--- src/rtl/viterbi_pkg.sv ---
// Shared Viterbi trellis helpers: state count, predecessor mapping and the
// survivor-path FSM encoding.
package viterbi_pkg;

    localparam int unsigned K_DEF = 3;

    typedef enum logic [1:0] {
        FILL  = 2'd0,
        RUN   = 2'd1,
        FLUSH = 2'd2
    } sp_state_e;

    typedef logic [K_DEF-2:0] state_idx_t;

    function automatic int unsigned ns(input int unsigned k);
        return 32'(1) << (k - 1);
    endfunction

    // Lower predecessor of state s; the upper one is this plus one.
    function automatic int unsigned pred0(input int unsigned s, input int unsigned n);
        return 2 * (s % (n / 2));
    endfunction

endpackage

--- src/rtl/survivor_path_re_sp_row.sv ---
// One survivor row: shifts in the state's input bit behind the chosen
// predecessor's history, with synchronous clear taking priority.
module sp_row #(
    parameter int unsigned DEPTH = 16
) (
    input  logic             clk,
    input  logic             i_clr,
    input  logic             i_en,
    input  logic             i_sel,
    input  logic [DEPTH-2:0] i_p0,
    input  logic [DEPTH-2:0] i_p1,
    input  logic             i_in_bit,
    output logic [DEPTH-1:0] o_row,
    output logic [DEPTH-1:0] o_row_next_c
);
    logic [DEPTH-1:0] r_row;
    logic [DEPTH-2:0] w_pred;

    always_comb begin
        w_pred       = i_sel ? i_p1 : i_p0;
        o_row_next_c = i_en ? {w_pred, i_in_bit} : r_row;
    end

    always_ff @(posedge clk) begin
        if (i_clr) begin
            r_row <= '0;
        end else if (i_en) begin
            r_row <= {w_pred, i_in_bit};
        end
    end

    assign o_row = r_row;

endmodule

--- src/rtl/survivor_path_re.sv ---
// Register-exchange survivor memory: per-state survivor rows, fill/run
// counter and an end-of-frame flush that drains the best path's tail bits.
module survivor_path_re
    import viterbi_pkg::*;
#(
    parameter int unsigned K     = 3,
    parameter int unsigned DEPTH = 16
) (
    input  logic             clk,
    input  logic             reset,
    input  logic             dec_valid,
    input  logic [ns(K)-1:0] dec,
    input  logic [K-2:0]     best_state,
    input  logic             flush,
    output logic             bit_out,
    output logic             bit_valid,
    output logic             bit_last,
    output logic             busy
);
    localparam int unsigned NS = ns(K);
    localparam int unsigned SW = K - 1;
    localparam int unsigned CW = $clog2(DEPTH + 1);
    localparam int unsigned IW = $clog2(DEPTH);
    localparam logic [CW-1:0] CNT_FULL = CW'(DEPTH);
    localparam logic [CW-1:0] REM_FULL = CW'(DEPTH - 1);

    sp_state_e        r_state;
    sp_state_e        w_state_nx;
    logic [CW-1:0]    r_cnt;
    logic [IW-1:0]    r_idx;
    logic [DEPTH-1:0] r_fsr;
    logic             r_bit_out;
    logic             r_bit_valid;
    logic             r_bit_last;
    logic             r_busy;

    logic             w_accept;
    logic [CW-1:0]    w_cnt_acc;
    logic [CW-1:0]    w_rem;
    logic [IW-1:0]    w_rem_i;
    logic [CW-1:0]    w_cnt_nx;
    logic [IW-1:0]    w_idx_nx;
    logic [DEPTH-1:0] w_fsr_nx;
    logic [DEPTH-1:0] w_best_nx;
    logic             w_out_nx;
    logic             w_valid_nx;
    logic             w_last_nx;
    logic             w_clr;
    logic             w_clr_all;

    logic [DEPTH-1:0] w_row    [NS];
    logic [DEPTH-1:0] w_row_nx [NS];

    assign w_accept  = dec_valid && (r_state != FLUSH);
    assign w_cnt_acc = (w_accept && (r_cnt != CNT_FULL)) ? r_cnt + CW'(1) : r_cnt;
    assign w_rem     = (w_cnt_acc == CNT_FULL) ? REM_FULL : w_cnt_acc;
    assign w_rem_i   = IW'(w_rem);
    assign w_best_nx = w_row_nx[best_state];
    assign w_clr_all = reset || w_clr;

    for (genvar s = 0; s < NS; s++) begin : g_row
        localparam int unsigned   P0    = pred0(s, NS);
        localparam logic [SW-1:0] S_IDX = SW'(s);

        sp_row #(.DEPTH(DEPTH)) u_row (
            .clk          (clk),
            .i_clr        (w_clr_all),
            .i_en         (w_accept),
            .i_sel        (dec[s]),
            .i_p0         (w_row[P0][DEPTH-2:0]),
            .i_p1         (w_row[P0+1][DEPTH-2:0]),
            .i_in_bit     (S_IDX[SW-1]),
            .o_row        (w_row[s]),
            .o_row_next_c (w_row_nx[s])
        );
    end

    always_ff @(posedge clk) begin
        if (reset) begin
            r_state <= FILL;
        end else begin
            r_state <= w_state_nx;
        end
    end

    always_comb begin
        w_state_nx = r_state;
        case (r_state)
            FILL, RUN: begin
                if (flush) begin
                    w_state_nx = (w_rem == '0) ? FILL : FLUSH;
                end else if (w_cnt_acc == CNT_FULL) begin
                    w_state_nx = RUN;
                end
            end
            FLUSH: begin
                if (r_idx == '0) begin
                    w_state_nx = FILL;
                end
            end
            default: w_state_nx = FILL;
        endcase
    end

    // Next values for the registered outputs and the flush datapath.
    always_comb begin
        w_valid_nx = 1'b0;
        w_out_nx   = 1'b0;
        w_last_nx  = 1'b0;
        w_cnt_nx   = w_cnt_acc;
        w_idx_nx   = r_idx;
        w_fsr_nx   = r_fsr;
        w_clr      = 1'b0;
        case (r_state)
            FILL, RUN: begin
                if (w_accept && (w_cnt_acc == CNT_FULL)) begin
                    w_valid_nx = 1'b1;
                    w_out_nx   = w_best_nx[DEPTH-1];
                end
                if (flush) begin
                    w_fsr_nx = w_best_nx;
                    if (w_rem == '0) begin
                        w_cnt_nx = '0;
                        w_clr    = 1'b1;
                    end else begin
                        w_idx_nx = w_rem_i - IW'(1);
                    end
                end
            end
            FLUSH: begin
                w_valid_nx = 1'b1;
                w_out_nx   = r_fsr[r_idx];
                w_last_nx  = (r_idx == '0);
                w_idx_nx   = r_idx - IW'(1);
                if (r_idx == '0) begin
                    w_idx_nx = '0;
                    w_cnt_nx = '0;
                    w_clr    = 1'b1;
                end
            end
            default: ;
        endcase
    end

    always_ff @(posedge clk) begin
        if (reset) begin
            r_cnt       <= '0;
            r_idx       <= '0;
            r_fsr       <= '0;
            r_bit_out   <= 1'b0;
            r_bit_valid <= 1'b0;
            r_bit_last  <= 1'b0;
            r_busy      <= 1'b0;
        end else begin
            r_cnt       <= w_cnt_nx;
            r_idx       <= w_idx_nx;
            r_fsr       <= w_fsr_nx;
            r_bit_out   <= w_out_nx;
            r_bit_valid <= w_valid_nx;
            r_bit_last  <= w_last_nx;
            r_busy      <= (w_state_nx == FLUSH);
        end
    end

    assign bit_out   = r_bit_out;
    assign bit_valid = r_bit_valid;
    assign bit_last  = r_bit_last;
    assign busy      = r_busy;

endmodule

--- config.mk ---
export PLATFORM = sky130hd
export DESIGN_NAME = survivor_path_re
export DESIGN_NICKNAME = d
export VERILOG_FILES = /design/src/rtl/viterbi_pkg.sv /design/src/rtl/survivor_path_re_sp_row.sv /design/src/rtl/survivor_path_re.sv
export SDC_FILE = /design/constraint.sdc
export NUM_CORES = 1
export LEC_CHECK = 0
export CORE_ASPECT_RATIO = 0.7
export CORE_MARGIN = 3
export CORE_UTILIZATION = 50
export DETAILED_ROUTE_END_ITERATION = 10
export GPL_ROUTABILITY_DRIVEN = 1
export HOLD_SLACK_MARGIN = 0.02
export PLACE_DENSITY = 0.66
export SLEW_MARGIN = 20
export SYNTH_ARGS = -nofsm -noshare
export SYNTH_HDL_FRONTEND = slang
export SYNTH_SLANG_ARGS = --single-unit
--- constraint.sdc ---
create_clock -name clk -period 3.6 [get_ports clk]
set_input_delay 0.72 -clock clk [delete_from_list [all_inputs] [get_ports clk]]
set_output_delay 0.72 -clock clk [all_outputs]
set_load 0.02 [all_outputs]
==> impl_metrics.tcl, run 1 <==
set metrics [dict create \
    setup_ws_ns 0.426 \
    place_congestion 0.913 \
    design_power_total_uw 3990 \
    leakage_uw 0.00218 \
    ys_ff_latch 95 \
    power.density_nw_per_um2 721 \
    ff2ff_path_depth 11 \
    cts_buffers 9 \
    drt_first_pass_iters 5 \
    cap_violations 0 \
    timing.critical_path.fanout_max 25 \
    async_reset_ff_share_pct 0 \
    clock_pin_slew_reported_for_the_worst_setup_and_hold_paths_after_clock_tree_synthesis_ns 0.06 \
    synth-edff-count 0 \
    placement.io_buffers 13 \
    hold_path_origin "r_state[0]$_SDFF_PP0_" \
    synth_instances 564 \
    clk_latency_ns 0.34 \
    timing_hold_violations_final 0 \
    startpoint_type_of_the_worst_setup_path "flop" \
    max_freq_mhz 315 \
    type_of_the_worst_setup_path "flop to flop" \
    cts_htree_levels 3 \
    cts.path.max_buffers 2 \
    status "completed" \
    route.antenna.remaining_nets 0 \
    critPathSlowestCell "sky130_fd_sc_hd__a31o_2" \
    setup_viol 0 \
    fp.coreArea_sq_um 9360 \
    synthesis.yosys.warnings 0 \
    postSynth.topFlopCell "sky130_fd_sc_hd__dfxtp_1" \
    worstSetupEndpointType "flop" \
    period_minus_slack_ns 3.17 \
    worstPathBufferInverterCount 2 \
    cts_hold_repair.buffers 0 \
    antenna_found_initial 0 \
    tritoncts "done" \
    std_cell_rows 29 \
    syn-cell-area_sq_um 4980 \
    antenna_cells_inserted 0 \
    layout.filler_cells 806 \
    maximum_number_of_pins_on_one_net_before_global_route_repair 72 \
    synth_fp_nets 577 \
    cts_num_sinks 95 \
    cp_cell_sequence "inv_1, ha_1, nand4bb_4, and4_4, o32a_2, or3_4, and2_1, ha_1, a31o_2, buf_4, nor2_1" \
    route.detailed.vias_per_inst 5.97 \
    dp.final_hpwl_microns 8160 \
    whs_endpoint "r_state[0]$_SDFF_PP0_" \
    finish.instance_area_sq_um 5530 \
    placed_cell_area_sq_um 5180 \
    wire_per_inst_microns 17.5 \
    cts.repair_timing.setup_buffer_count 0 \
    cts_resized 0 \
    drive_gt1_share_pct 11.8 \
    fp.dieH_microns 89.5 \
    chipWidth_microns 125 \
    timing_max_transition_violations_final 0 \
    grt_setup_unrepaired "no" \
    initial_utilization_pct 53.2 \
    worst_ep_arrival_time_ns 3.44 \
    pin_count 14 \
    post_placement_worst_setup_slack_ns 0.248 \
    max_stage_delay_ns 0.42 \
    drc 0 \
    worstHoldPathCells 2 \
    worst-r2r-setup-slack_ns 0.43 \
    worst_r2r_endpoint "g_row[2].u_row.o_row[1]$_SDFF_PP0_" \
    cp_top_family "simple AND/OR/NAND/NOR gates" \
    die-area_sq_um 11200 \
    nNetsFinal 568 \
    via_count 4078 \
    fin_crit_sh_pct 88.2 \
    worst-endpoint-required_ns 3.87 \
    grt_first_pass_wirelength_microns 19600 \
    worst_r2r_startpoint "r_cnt[0]$_SDFF_PP0_" \
    initialDrtViolationCount 419 \
    post-route-util_pct 59.1 \
    clock-root-buffer "sky130_fd_sc_hd__clkbuf_16" \
    grt_remaining_overflow 0 \
    relSlewSlack_pct 33.9 \
    number_of_global_route_vias_before_repair 3839 \
    area_delta_synth_final_pct 11.0 \
    routed_wl_microns 12000 \
    totalNegativeSetupSlack_ns 0 \
    syn_area_per_cell_sq_um 8.83 \
    worst_pin_slew_ns 0.991 \
    synth_cell_type_count 48 \
    worst_path_most_repeated_cell "sky130_fd_sc_hd__ha_1" \
    power.ir.vdd_worst_uv 292 \
    synth.yosys.seq_area_share_pct 38.2 \
    grt.total_usage_pct 21.8 \
    fin_worst_skew_ns 0.00540 \
    hp-class "flop to flop" \
]
[cells by family (layout without fill, tap and decap cells)]
| logic type | after synthesis | count (layout) | synth area share (%) |
|---|---|---|---|
| flops | 95 | 95 | 38.2 |
| xor+xnor | 2 | 2 | 0.352 |
| fa+ha+maj | 3 | 3 | 0.753 |
| mux | 84 | 84 | 21.9 |
| buf+inv | 57 | 52 | 5.42 |
| simple gates | 214 | 214 | 19.9 |
| compound gates | 109 | 109 | 13.5 |
[cell usage after synthesis, drive strengths merged, types with 2 or more instances]
| cell | number | share of area [%] |
|---|---|---|
| a31o | 2 | 0.35 |
| nor2 | 97 | 7.4 |
| o21a | 15 | 2.3 |
| or3 | 2 | 0.35 |
| nor3 | 6 | 0.60 |
| o32a | 2 | 0.43 |
| nor2b | 2 | 0.25 |
| o31ai | 2 | 0.30 |
| and4 | 3 | 0.58 |
| o211ai | 2 | 0.30 |
| a21oi | 7 | 0.70 |
| nand2b | 2 | 0.25 |
| inv | 6 | 0.45 |
| xnor2 | 2 | 0.35 |
| a31oi | 3 | 0.38 |
| mux2i | 63 | 13 |
| nand3b | 2 | 0.30 |
| dfxtp | 95 | 38 |
| buf | 33 | 3.6 |
| mux4 | 20 | 9.0 |
| and2 | 3 | 0.38 |
| nand3 | 60 | 6.0 |
| nor3b | 2 | 0.30 |
| o21ai | 67 | 6.7 |
| ha | 3 | 0.75 |
| a211oi | 2 | 0.30 |
| nand2 | 28 | 2.1 |
| clkbuf | 18 | 1.4 |
| and3 | 2 | 0.25 |
[state kept, by name, indices dropped and copies added (netlist names)]
register           cells
busy                   1
r_idx                  4
bit_out                1
r_cnt                  5
r_state                2
r_fsr                 16
g_row.u_row.o_row     64
bit_valid              1
bit_last               1
[power by group]
part           leakage [uW]  total [uW]  switching, uW  internal (uW)
logic               0.00124        1400            804            598
registers          0.000778        1490            198           1290
clock network      0.000169        1090            380            713
[tightest hold or removal path, cell delays in order (launching register included)]
cell	delay, ns
sky130_fd_sc_hd__dfxtp_1	0.32
sky130_fd_sc_hd__nor2_1	0.10
sky130_fd_sc_hd__nor4_1	0.05
[stage by stage]
stage | instances | hold slack, ns
2_1_floorplan | 564 | 0.473
3_3_place_gp | 668 | 0.487
3_5_place_dp | 668 | 0.495
4_1_cts | 683 | 0.510
5_1_grt | 683 | 0.537
6_report | 683 | 0.509
[cell type report]
type | count | area [sq um] | share of cell area [%]
clock inverter | 3 | 90.1 | 1.63
multi-input combinational | 412 | 2820 | 51.0
sequential | 95 | 1900 | 34.4
timing repair buffer | 31 | 285 | 5.16
tap | 124 | 155 | 2.81
clock buffer | 12 | 256 | 4.64
inverter | 6 | 22.5 | 0.407
[cells in the final DEF, fill, tap and decap left out, types with 3 or more instances in the layout]
cell type,instances
sky130_fd_sc_hd__buf_4,16
sky130_fd_sc_hd__o21ai_0,67
sky130_fd_sc_hd__ha_1,3
sky130_fd_sc_hd__clkbuf_16,9
sky130_fd_sc_hd__bufinv_16,3
sky130_fd_sc_hd__and2_1,3
sky130_fd_sc_hd__dfxtp_1,95
sky130_fd_sc_hd__nand2_1,28
sky130_fd_sc_hd__o21a_1,15
sky130_fd_sc_hd__clkdlybuf4s50_1,12
sky130_fd_sc_hd__a21oi_1,7
sky130_fd_sc_hd__a31oi_1,3
sky130_fd_sc_hd__mux2i_1,63
sky130_fd_sc_hd__inv_1,6
sky130_fd_sc_hd__nor3_1,6
sky130_fd_sc_hd__nor2_1,96
sky130_fd_sc_hd__nand3_1,60
sky130_fd_sc_hd__mux4_2,20
[how the worst max path moves through the flow]
| stage | slack (ns) | cells past startpoint | startpoint | end |
|---|---|---|---|---|
| finish | 0.43 | 11 | r_cnt[0]$_SDFF_PP0_ | g_row[2].u_row.o_row[1]$_SDFF_PP0_ |
| global route | 0.26 | 11 | r_cnt[0]$_SDFF_PP0_ | g_row[2].u_row.o_row[1]$_SDFF_PP0_ |
| CTS | 0.44 | 11 | r_cnt[0]$_SDFF_PP0_ | g_row[3].u_row.o_row[2]$_SDFF_PP0_ |
| detailed placement | 0.25 | 10 | dec_valid | g_row[3].u_row.o_row[2]$_SDFF_PP0_ |
| global placement | 0.36 | 10 | dec_valid | g_row[3].u_row.o_row[4]$_SDFF_PP0_ |
| floorplan | 0.61 | 11 | dec_valid | g_row[0].u_row.o_row[1]$_SDFF_PP0_ |
[metal layers]
metal  track usage (%)  up-vias  share of wire (%)
met2              34.6      111                 45
met1              30.8     1962                 50
met4              5.51        0               0.82
li1                  -     1993                  -
met3              4.66       12                4.9
met5                 0        -                  0
No activity file was read; power rests on OpenSTA's default activity.
==> run 2, diff against run 1 <==
--- a/config.mk
+++ b/config.mk
@@ -8,6 +8,7 @@
 export CORE_ASPECT_RATIO = 0.7
 export CORE_MARGIN = 3
 export CORE_UTILIZATION = 50
+export CTS_CLUSTER_SIZE = 8
 export DETAILED_ROUTE_END_ITERATION = 10
 export GPL_ROUTABILITY_DRIVEN = 1
 export HOLD_SLACK_MARGIN = 0.02
==> results of run 2 <==
Same layout as run 1: the final DEF is identical, and so are final timing and power.
==> run 3, diff against run 2 <==
--- a/config.mk
+++ b/config.mk
@@ -11,7 +11,6 @@
 export CTS_CLUSTER_SIZE = 8
 export DETAILED_ROUTE_END_ITERATION = 10
 export GPL_ROUTABILITY_DRIVEN = 1
-export HOLD_SLACK_MARGIN = 0.02
 export PLACE_DENSITY = 0.66
 export SLEW_MARGIN = 20
 export SYNTH_ARGS = -nofsm -noshare
==> results of run 3 <==
Same layout as run 1: the final DEF is identical, and so are final timing and power.
